File: src/rtl/reg_file_mp.sv
// reg_file_mp: parametrised multi-port register file for the nlp16 core.
// Two byte-strobed write ports, post-reset clear sequencer, optional bypass.
module reg_file_mp #(
    parameter int DATA_W = 16,
    parameter int NUM_REGS = 16,
    parameter int NUM_RD = 3,
    parameter int BYPASS = 1,
    parameter int ZR_IDX = 15,
    parameter int MEM_IDX = 14,
    parameter int IR1_IDX = 12,
    parameter int IR2_IDX = 13,
    parameter logic [DATA_W-1:0] IR2_MASK = DATA_W'('h00FF),
    localparam int AW = $clog2(NUM_REGS),
    localparam int NB = DATA_W / 8
) (
    input  logic                     i_clk,
    input  logic                     i_rst,
    input  logic                     i_wa_en,
    input  logic [AW-1:0]            i_wa_addr,
    input  logic [NB-1:0]            i_wa_be,
    input  logic [DATA_W-1:0]        i_wa_data,
    input  logic                     i_wb_en,
    input  logic [AW-1:0]            i_wb_addr,
    input  logic [NB-1:0]            i_wb_be,
    input  logic [DATA_W-1:0]        i_wb_data,
    input  logic [NUM_RD*AW-1:0]     i_rd_addr,
    output logic [NUM_RD*DATA_W-1:0] o_rd_data,
    output logic [DATA_W-1:0]        o_ir1,
    output logic [DATA_W-1:0]        o_ir2,
    output logic                     o_ready,
    output logic                     o_wr_conflict
);

    localparam logic [AW-1:0] ZR_A = AW'(ZR_IDX);
    localparam logic [AW-1:0] MEM_A = AW'(MEM_IDX);
    localparam logic [AW-1:0] IR1_A = AW'(IR1_IDX);
    localparam logic [AW-1:0] IR2_A = AW'(IR2_IDX);
    localparam logic [AW-1:0] LAST_A = AW'(NUM_REGS - 1);

    typedef enum logic {
        S_CLEAR,
        S_READY
    } state_t;

    state_t            state;
    logic [AW-1:0]     clr_cnt;
    logic [DATA_W-1:0] regs [NUM_REGS];
    logic              ready;
    logic [NB-1:0]     a_lane;
    logic [NB-1:0]     b_lane;
    logic              conf_d;

    function automatic logic is_dead(input logic [AW-1:0] a);
        return (a == ZR_A) || (a == MEM_A);
    endfunction

    assign ready = (state == S_READY);
    assign o_ready = ready;

    // Lane write enables after gating and the A-over-B priority merge
    always_comb begin
        a_lane = '0;
        b_lane = '0;
        if (ready && !i_rst) begin
            if (i_wa_en && !is_dead(i_wa_addr)) a_lane = i_wa_be;
            if (i_wb_en && !is_dead(i_wb_addr)) b_lane = i_wb_be;
            if (i_wb_addr == i_wa_addr) b_lane = b_lane & ~a_lane;
        end
    end

    // Overlapping-strobe collision on a real register
    always_comb begin
        conf_d = ready && i_wa_en && i_wb_en &&
                 (i_wa_addr == i_wb_addr) &&
                 ((i_wa_be & i_wb_be) != '0) &&
                 !is_dead(i_wa_addr);
    end

    // Clear sequencer FSM and registered conflict flag
    always_ff @(posedge i_clk) begin
        if (i_rst) begin
            state <= S_CLEAR;
            clr_cnt <= '0;
            o_wr_conflict <= 1'b0;
        end else begin
            unique case (state)
                S_CLEAR: begin
                    clr_cnt <= clr_cnt + 1'b1;
                    o_wr_conflict <= 1'b0;
                    if (clr_cnt == LAST_A) state <= S_READY;
                end
                S_READY: begin
                    o_wr_conflict <= conf_d;
                end
                default: state <= S_CLEAR;
            endcase
        end
    end

    // Storage: zero one entry per clear cycle, else merged lane writes
    always_ff @(posedge i_clk) begin
        if (!i_rst) begin
            if (state == S_CLEAR) begin
                regs[clr_cnt] <= '0;
            end else begin
                for (int j = 0; j < NB; j++) begin
                    if (a_lane[j])
                        regs[i_wa_addr][j*8 +: 8] <= i_wa_data[j*8 +: 8];
                    if (b_lane[j])
                        regs[i_wb_addr][j*8 +: 8] <= i_wb_data[j*8 +: 8];
                end
            end
        end
    end

    // Instruction-register taps show stored contents once cleared
    always_comb begin
        o_ir1 = ready ? regs[IR1_A] : '0;
        o_ir2 = ready ? regs[IR2_A] : '0;
    end

    for (genvar k = 0; k < NUM_RD; k++) begin : g_rd
        logic [AW-1:0]     ra;
        logic [DATA_W-1:0] v;

        assign ra = i_rd_addr[k*AW +: AW];

        // Stored value, optionally overlaid by this cycle's writes, then masked
        always_comb begin
            v = regs[ra];
            if (BYPASS != 0) begin
                for (int j = 0; j < NB; j++) begin
                    if (b_lane[j] && (i_wb_addr == ra))
                        v[j*8 +: 8] = i_wb_data[j*8 +: 8];
                    if (a_lane[j] && (i_wa_addr == ra))
                        v[j*8 +: 8] = i_wa_data[j*8 +: 8];
                end
            end
            if (is_dead(ra) || !ready) v = '0;
            if (ra == IR2_A) v = v & IR2_MASK;
        end

        assign o_rd_data[k*DATA_W +: DATA_W] = v;
    end

endmodule

File: config.mk
export PLATFORM = sky130hd
export DESIGN_NAME = reg_file_mp
export DESIGN_NICKNAME = d
export VERILOG_FILES = /design/src/rtl/reg_file_mp.sv
export SDC_FILE = /design/constraint.sdc
export NUM_CORES = 1
export LEC_CHECK = 0
export ABC_AREA = 0
export CORE_ASPECT_RATIO = 1.75
export CORE_MARGIN = 2
export CORE_UTILIZATION = 50
export DETAILED_ROUTE_END_ITERATION = 8
export PLACE_DENSITY = 0.7
export SLEW_MARGIN = 10
export SYNTH_ARGS = -nofsm -noshare
export SYNTH_HDL_FRONTEND = slang
export SYNTH_SLANG_ARGS = --single-unit
File: constraint.sdc
create_clock -name i_clk -period 3.9 [get_ports i_clk]
set_input_delay 0.585 -clock i_clk [delete_from_list [all_inputs] [get_ports i_clk]]
set_output_delay 0.585 -clock i_clk [all_outputs]
set_load 0.01 [all_outputs]
Word level (Yosys, flattened, before mapping)
Memory sizes are Yosys's and may differ from the RTL's.
Cells that the tools add are included.
{ "word_totals": {"ff_bits": 6, "ram_bits": 256, "inputBits": 60, "output_inout_bits": 82, "wordCells": 117, "n_memories": 1} }
{ "memory_table": {"columns": ["memory", "depth", "width", "rd", "rd_clocked_by_memory_dff", "write_ports", "line", "source"], "rows": [
  ["regs", 16, 16, 5, 0, 2, "47", "logic [DATA_W-1:0] regs [NUM_REGS];"]
]} }
{ "classes": {"add_sub_neg": 1, "eq_ne": 22, "muxes": 52, "bitwise": 4, "reduce_logical": 34} }
{ "ops": {"columns": ["operator", "n"], "rows": [
  ["$mux W16", 9],
  ["$mux W8", 12],
  ["$eq A4 B4 Y1 const B", 14],
  ["$eq A4 B4 Y1", 8],
  ["$mux W1", 21],
  ["$logic_and A1 B1 Y1", 20],
  ["$mux W2", 8],
  ["$reduce_or A16 Y1", 1],
  ["$logic_or A1 B1 Y1", 8],
  ["$add A4 B1 Y4 const B", 1],
  ["$and A2 B2 Y2", 2],
  ["$logic_not A1 Y1", 4],
  ["$mux W4", 1],
  ["$not A2 Y2", 1],
  ["$pmux W1 S2", 1],
  ["$reduce_bool A2 Y1", 1],
  ["$not A1 Y1", 1]
]} }

Longest topological paths before layout
{ "logic_depth": {"word_depth": 15, "mapped_depth": 9, "depth_no_buf": 5} }

Worst setup path after synthesis
Ideal clock, no wire load.
{ "synth_timing": {"kind": "input port to output port", "startpoint": "in i_wb_addr[2]", "endpoint": "out o_rd_data[32]", "t_arrival_ns": 2.632, "slack_ns": 0.683, "stages": 8, "n_path_buf": 3, "path_cell_list": "buf_2 xor2_1 nor4_4 buf_4 a211oi_1 or3_1 clkbuf_1 o21ai_1"} }
{ "synth_via": {"elab_chain_len": 14, "word_cells_on_any_way": 17, "classes_between": "eq/ne (4); mux (8); bitwise (1); reduce/logical (4)"} }
{ "synth_rtl": {"columns": ["element", "line", "source"], "rows": [
  ["start: declaration", "23", "input logic [AW-1:0] i_wb_addr,"],
  ["$eq A4 B4 Y1", "54", "return (a == ZR_A) || (a == MEM_A);"],
  ["$logic_or A1 B1 Y1", "54", null],
  ["$logic_not A1 Y1", "66", "if (i_wb_en && !is_dead(i_wb_addr)) b_lane = i_wb_be;"],
  ["$logic_and A1 B1 Y1", "66", null],
  ["$mux W2", "66", null],
  ["$mux W2", "64", "if (ready && !i_rst) begin"],
  ["$and A2 B2 Y2", "67", "if (i_wb_addr == i_wa_addr) b_lane = b_lane & ~a_lane;"],
  ["$mux W2", "67", null],
  ["$mux W2", "64", null],
  ["$logic_and A1 B1 Y1 (*)", "133", "if (b_lane[j] && (i_wb_addr == ra))"],
  ["$mux W8 (*)", "133", null],
  ["$mux W8 (*)", "135", "if (a_lane[j] && (i_wa_addr == ra))"],
  ["$mux W16 (*)", "139", "if (is_dead(ra) || !ready) v = '0;"],
  ["$mux W16 (*)", "140", "if (ra == IR2_A) v = v & IR2_MASK;"],
  ["end: declaration", "27", "output logic [NUM_RD*DATA_W-1:0] o_rd_data,"]
]} }
Every way passes the cells marked *; elsewhere a longest branch is shown, timed or not. The select of a mux whose other input is x is not followed.

Worst setup path in the final report
{ "layout_timing": {"startpoint": "in i_rd_addr[10]", "endpoint": "out o_rd_data[44]"} }
{ "layout_via": {"elab_chain_len": 6, "word_cells_on_any_way": 14, "classes_between": "eq/ne (5); mux (4); reduce/logical (4); memory (1)"} }
{ "layout_rtl": {"columns": ["element", "line", "source"], "rows": [
  ["start: declaration", "26", "input logic [NUM_RD*AW-1:0] i_rd_addr,"],
  ["parallel branches: the longest is 5 deep, another holds $mem_v2 Z16 W16", null, null],
  ["$mux W16 (*)", "140", null]
]} }
Every way passes the cells marked *.

==> reports/metrics.cfg <==
[placed_design]
port_buffers = 141
post-dp-hpwl_um = 56700
place.gp.congestion = 1.03
placed_area_um2 = 21800

[logic_synthesis]
synthCells = 1674
ys_seq_area_share_pct = 41.6
synthDistinctLibCells = 61
synthArstFlopShare_pct = 0
synth-edff-count = 256
synth.cell_area_um2 = 18800
yosys_register_bits = 262
synth.avg_cell_area_um2 = 11.2
ys.flop_type = edfxtp_1
ys_warn_count = 0
syn_nets = 1735

[clock_network]
cts.hold.buffers_added = 0
cts_sinks = 262
cts_buffer_depth = 3
root_buffer = clkbuf_16
clkLatencyLatePin_ns = 0.57
clk_pin_slew_ns = 0.08
htreeDepth = 1
cts_made_buffers = 24
cts_tree = yes

[timing]
worst_hold_slack_ns = 0.611
worst_slew_pin_slew_ns = 1.33
finalSetupViolations = 1
slew-limit-headroom_pct = 10.7
max_clock_freq_ghz = 0.256
skew_ns = 0.0138
post-route-period-util_pct = 100
finalHoldViolations = 0
rsz0062_at_grt = true
slew_viol_final = 0
fin_ws_ns = -0.0107
setup_tns_ns = -0.0107
finalCriticalPeriod_ns = 3.91

[die]
rows = 93
boundaryPins = 142
initial_core_util_pct = 50.9
die_w_um = 150
die_h_um = 260
core_um2 = 36900
die_area_um2 = 39200

[setup_path]
endpoint_kind = output port
critPathKind = primary input to output port
crit_fanout = 14
worstPathArrival_ns = 3.33
critical_path_required_ns = 3.31
worst_setup_path_start_kind = primary input
r2r_start = o_ready
cp-startpoint = i_rd_addr[10]

[pwr]
irDropWorstVdd_mv = 0.274
power.density_nw_per_um2 = 300
p_leak_nw = 8.38

[global_routing]
overflow = 0
grt_max_degree = 47
grtUsageTotal_pct = 38.8
grt_pass1_vias = 16900
grt_pass1_wl_um = 109000
antenna_found_initial = 1

[routing]
antenna_left = 0
avgViaCountPerCell = 7.07
vias = 16700
drc = 0
drt_pass1_iterations = 8
wirelength_um = 75900
drt_iter0_drc = 1942
wl_per_cell_um = 32.2
wl_met1_um = 22300
met2WireLength_um = 37600
top_layer = met5
dr_wl_met3_um = 7220

[status]
violations = negative setup slack
status = finished with violations

[flow_run]
maxCapViolCount = 0

[worst_hold_path]
hp-class = primary input to flip-flop
min_from = i_wa_addr[2]

[layout]
fin_area_um2 = 22900
drive_gt1_share_pct = 27.5
multiInputGateArea_um2 = 10300
n_fill_cell = 2918
seqCellArea_um2 = 7810
finish.utilization_pct = 62.2
fin_nets = 1930
antenna_cells = 0
area_growth_pct = 22.1

[state kept, by name, summed over array words and instances (netlist names)]
signal         flops
clr_cnt            4
regs             256
o_ready            1
o_wr_conflict      1
[cells by family (layout without fill, tap and decap cells)]
group,after synthesis,in the layout,share of synthesized area (%)
compound gates,465,465,16.1
xor+xnor,31,31,1.45
fa+ha+maj,1,1,0.0666
buf+inv,215,427,4.47
flops,262,262,41.6
mux,232,232,24.4
simple gates,468,468,11.9
[layer usage]
metal	global-route usage, %	up-vias
li1	-	6904
met1	40.1	8038
met3	5.80	448
met2	66.6	1303
met5	0	-
met4	35.7	2
[power by group]
| group | switching, W | leakage (nW) | internal, W |
|---|---|---|---|
| clock network | 0.00113 | 0.453 | 0.00170 |
| registers | 0.0000248 | 2.73 | 0.00308 |
| logic | 0.000545 | 5.19 | 0.000408 |
| total | 0.00170 | 8.38 | 0.00518 |
[synth_stat cells (26+ instances only)]
library cell    n  area share, %
o22ai_1        36            1.2
a211oi_1       29            1.2
and2_1         48            1.6
buf_1          40           0.80
xnor2_1        26            1.2
clkbuf_1      116            2.3
mux2_2         39            2.3
a22oi_1        30            1.2
inv_1          35           0.70
mux4_2        177             21
edfxtp_1      256             41
nand2_1       245            4.9
nor2b_1        28           0.93
o21ai_0       203            5.4
nor2_1         46           0.92
a22o_1         28            1.3
[critical path: stages]
cell and delay, ns:
buf_2 0.14, buf_4 0.30, buf_4 0.32, mux4_2 0.33, nor2b_1 0.14, a211oi_1 0.52, nor4_1 0.17, a221o_1 0.30
clkdlybuf4s50_1 0.49
[path summary, 6_finish.rpt]
check	endpoint	slack, ns	cells past startpoint
hold / removal	o_wr_conflict	0.61	5
hold reg to reg	o_ready	0.62	2
setup / recovery	o_rd_data[44]	-0.01	9
setup reg to reg	regs[7][4]	0.64	8
[placed cells by master (no fill, tap or decap), types with 17 or more instances in the layout]
cell,Yosys,layout
o21bai_1,25,25
a221o_1,25,25
edfxtp_1,256,256
buf_4,1,192
a22oi_1,30,30
nand4_1,18,18
a21oi_1,18,18
a22o_1,28,28
clkbuf_16,0,26
o22ai_1,36,36
mux2_2,39,39
mux4_2,177,177
nor2_1,46,46
nand2_1,245,245
clkdlybuf4s50_1,0,118
inv_1,35,35
xnor2_1,26,26
a211oi_1,29,19
o21ai_0,203,203
o21ai_1,17,17
nor2b_1,28,28
and2_1,48,48
[per-stage QoR]
step	worst slack [ns]	cells	power, W
detailed placement	-0.358	2312	0.00408
floorplan	0.683	1674	0.00369
global route	-0.0415	2361	0.00699
finish	-0.0107	2361	0.00688
CTS	0.00471	2356	0.00684
global placement	-0.689	2311	0.00407
[repair_timing]
action,in CTS,in global routing
endpoints found under the hold margin,0,0
pin swaps,1,6
cloned,0,1
setup endpoints to repair,44,29
gates resized for setup,21,27
buffers inserted,1,4
[layout make-up]
class / count / share of cell area, %
Timing Repair Buffer: 349 / 13.8
Multi-Input combinational cell: 1197 / 45.0
Clock buffer: 26 / 2.74
Inverter: 35 / 0.573
Clock inverter: 17 / 1.27
Tap cell: 475 / 2.59
Sequential cell: 262 / 34.1
No activity file was read; power rests on OpenSTA's default activity.
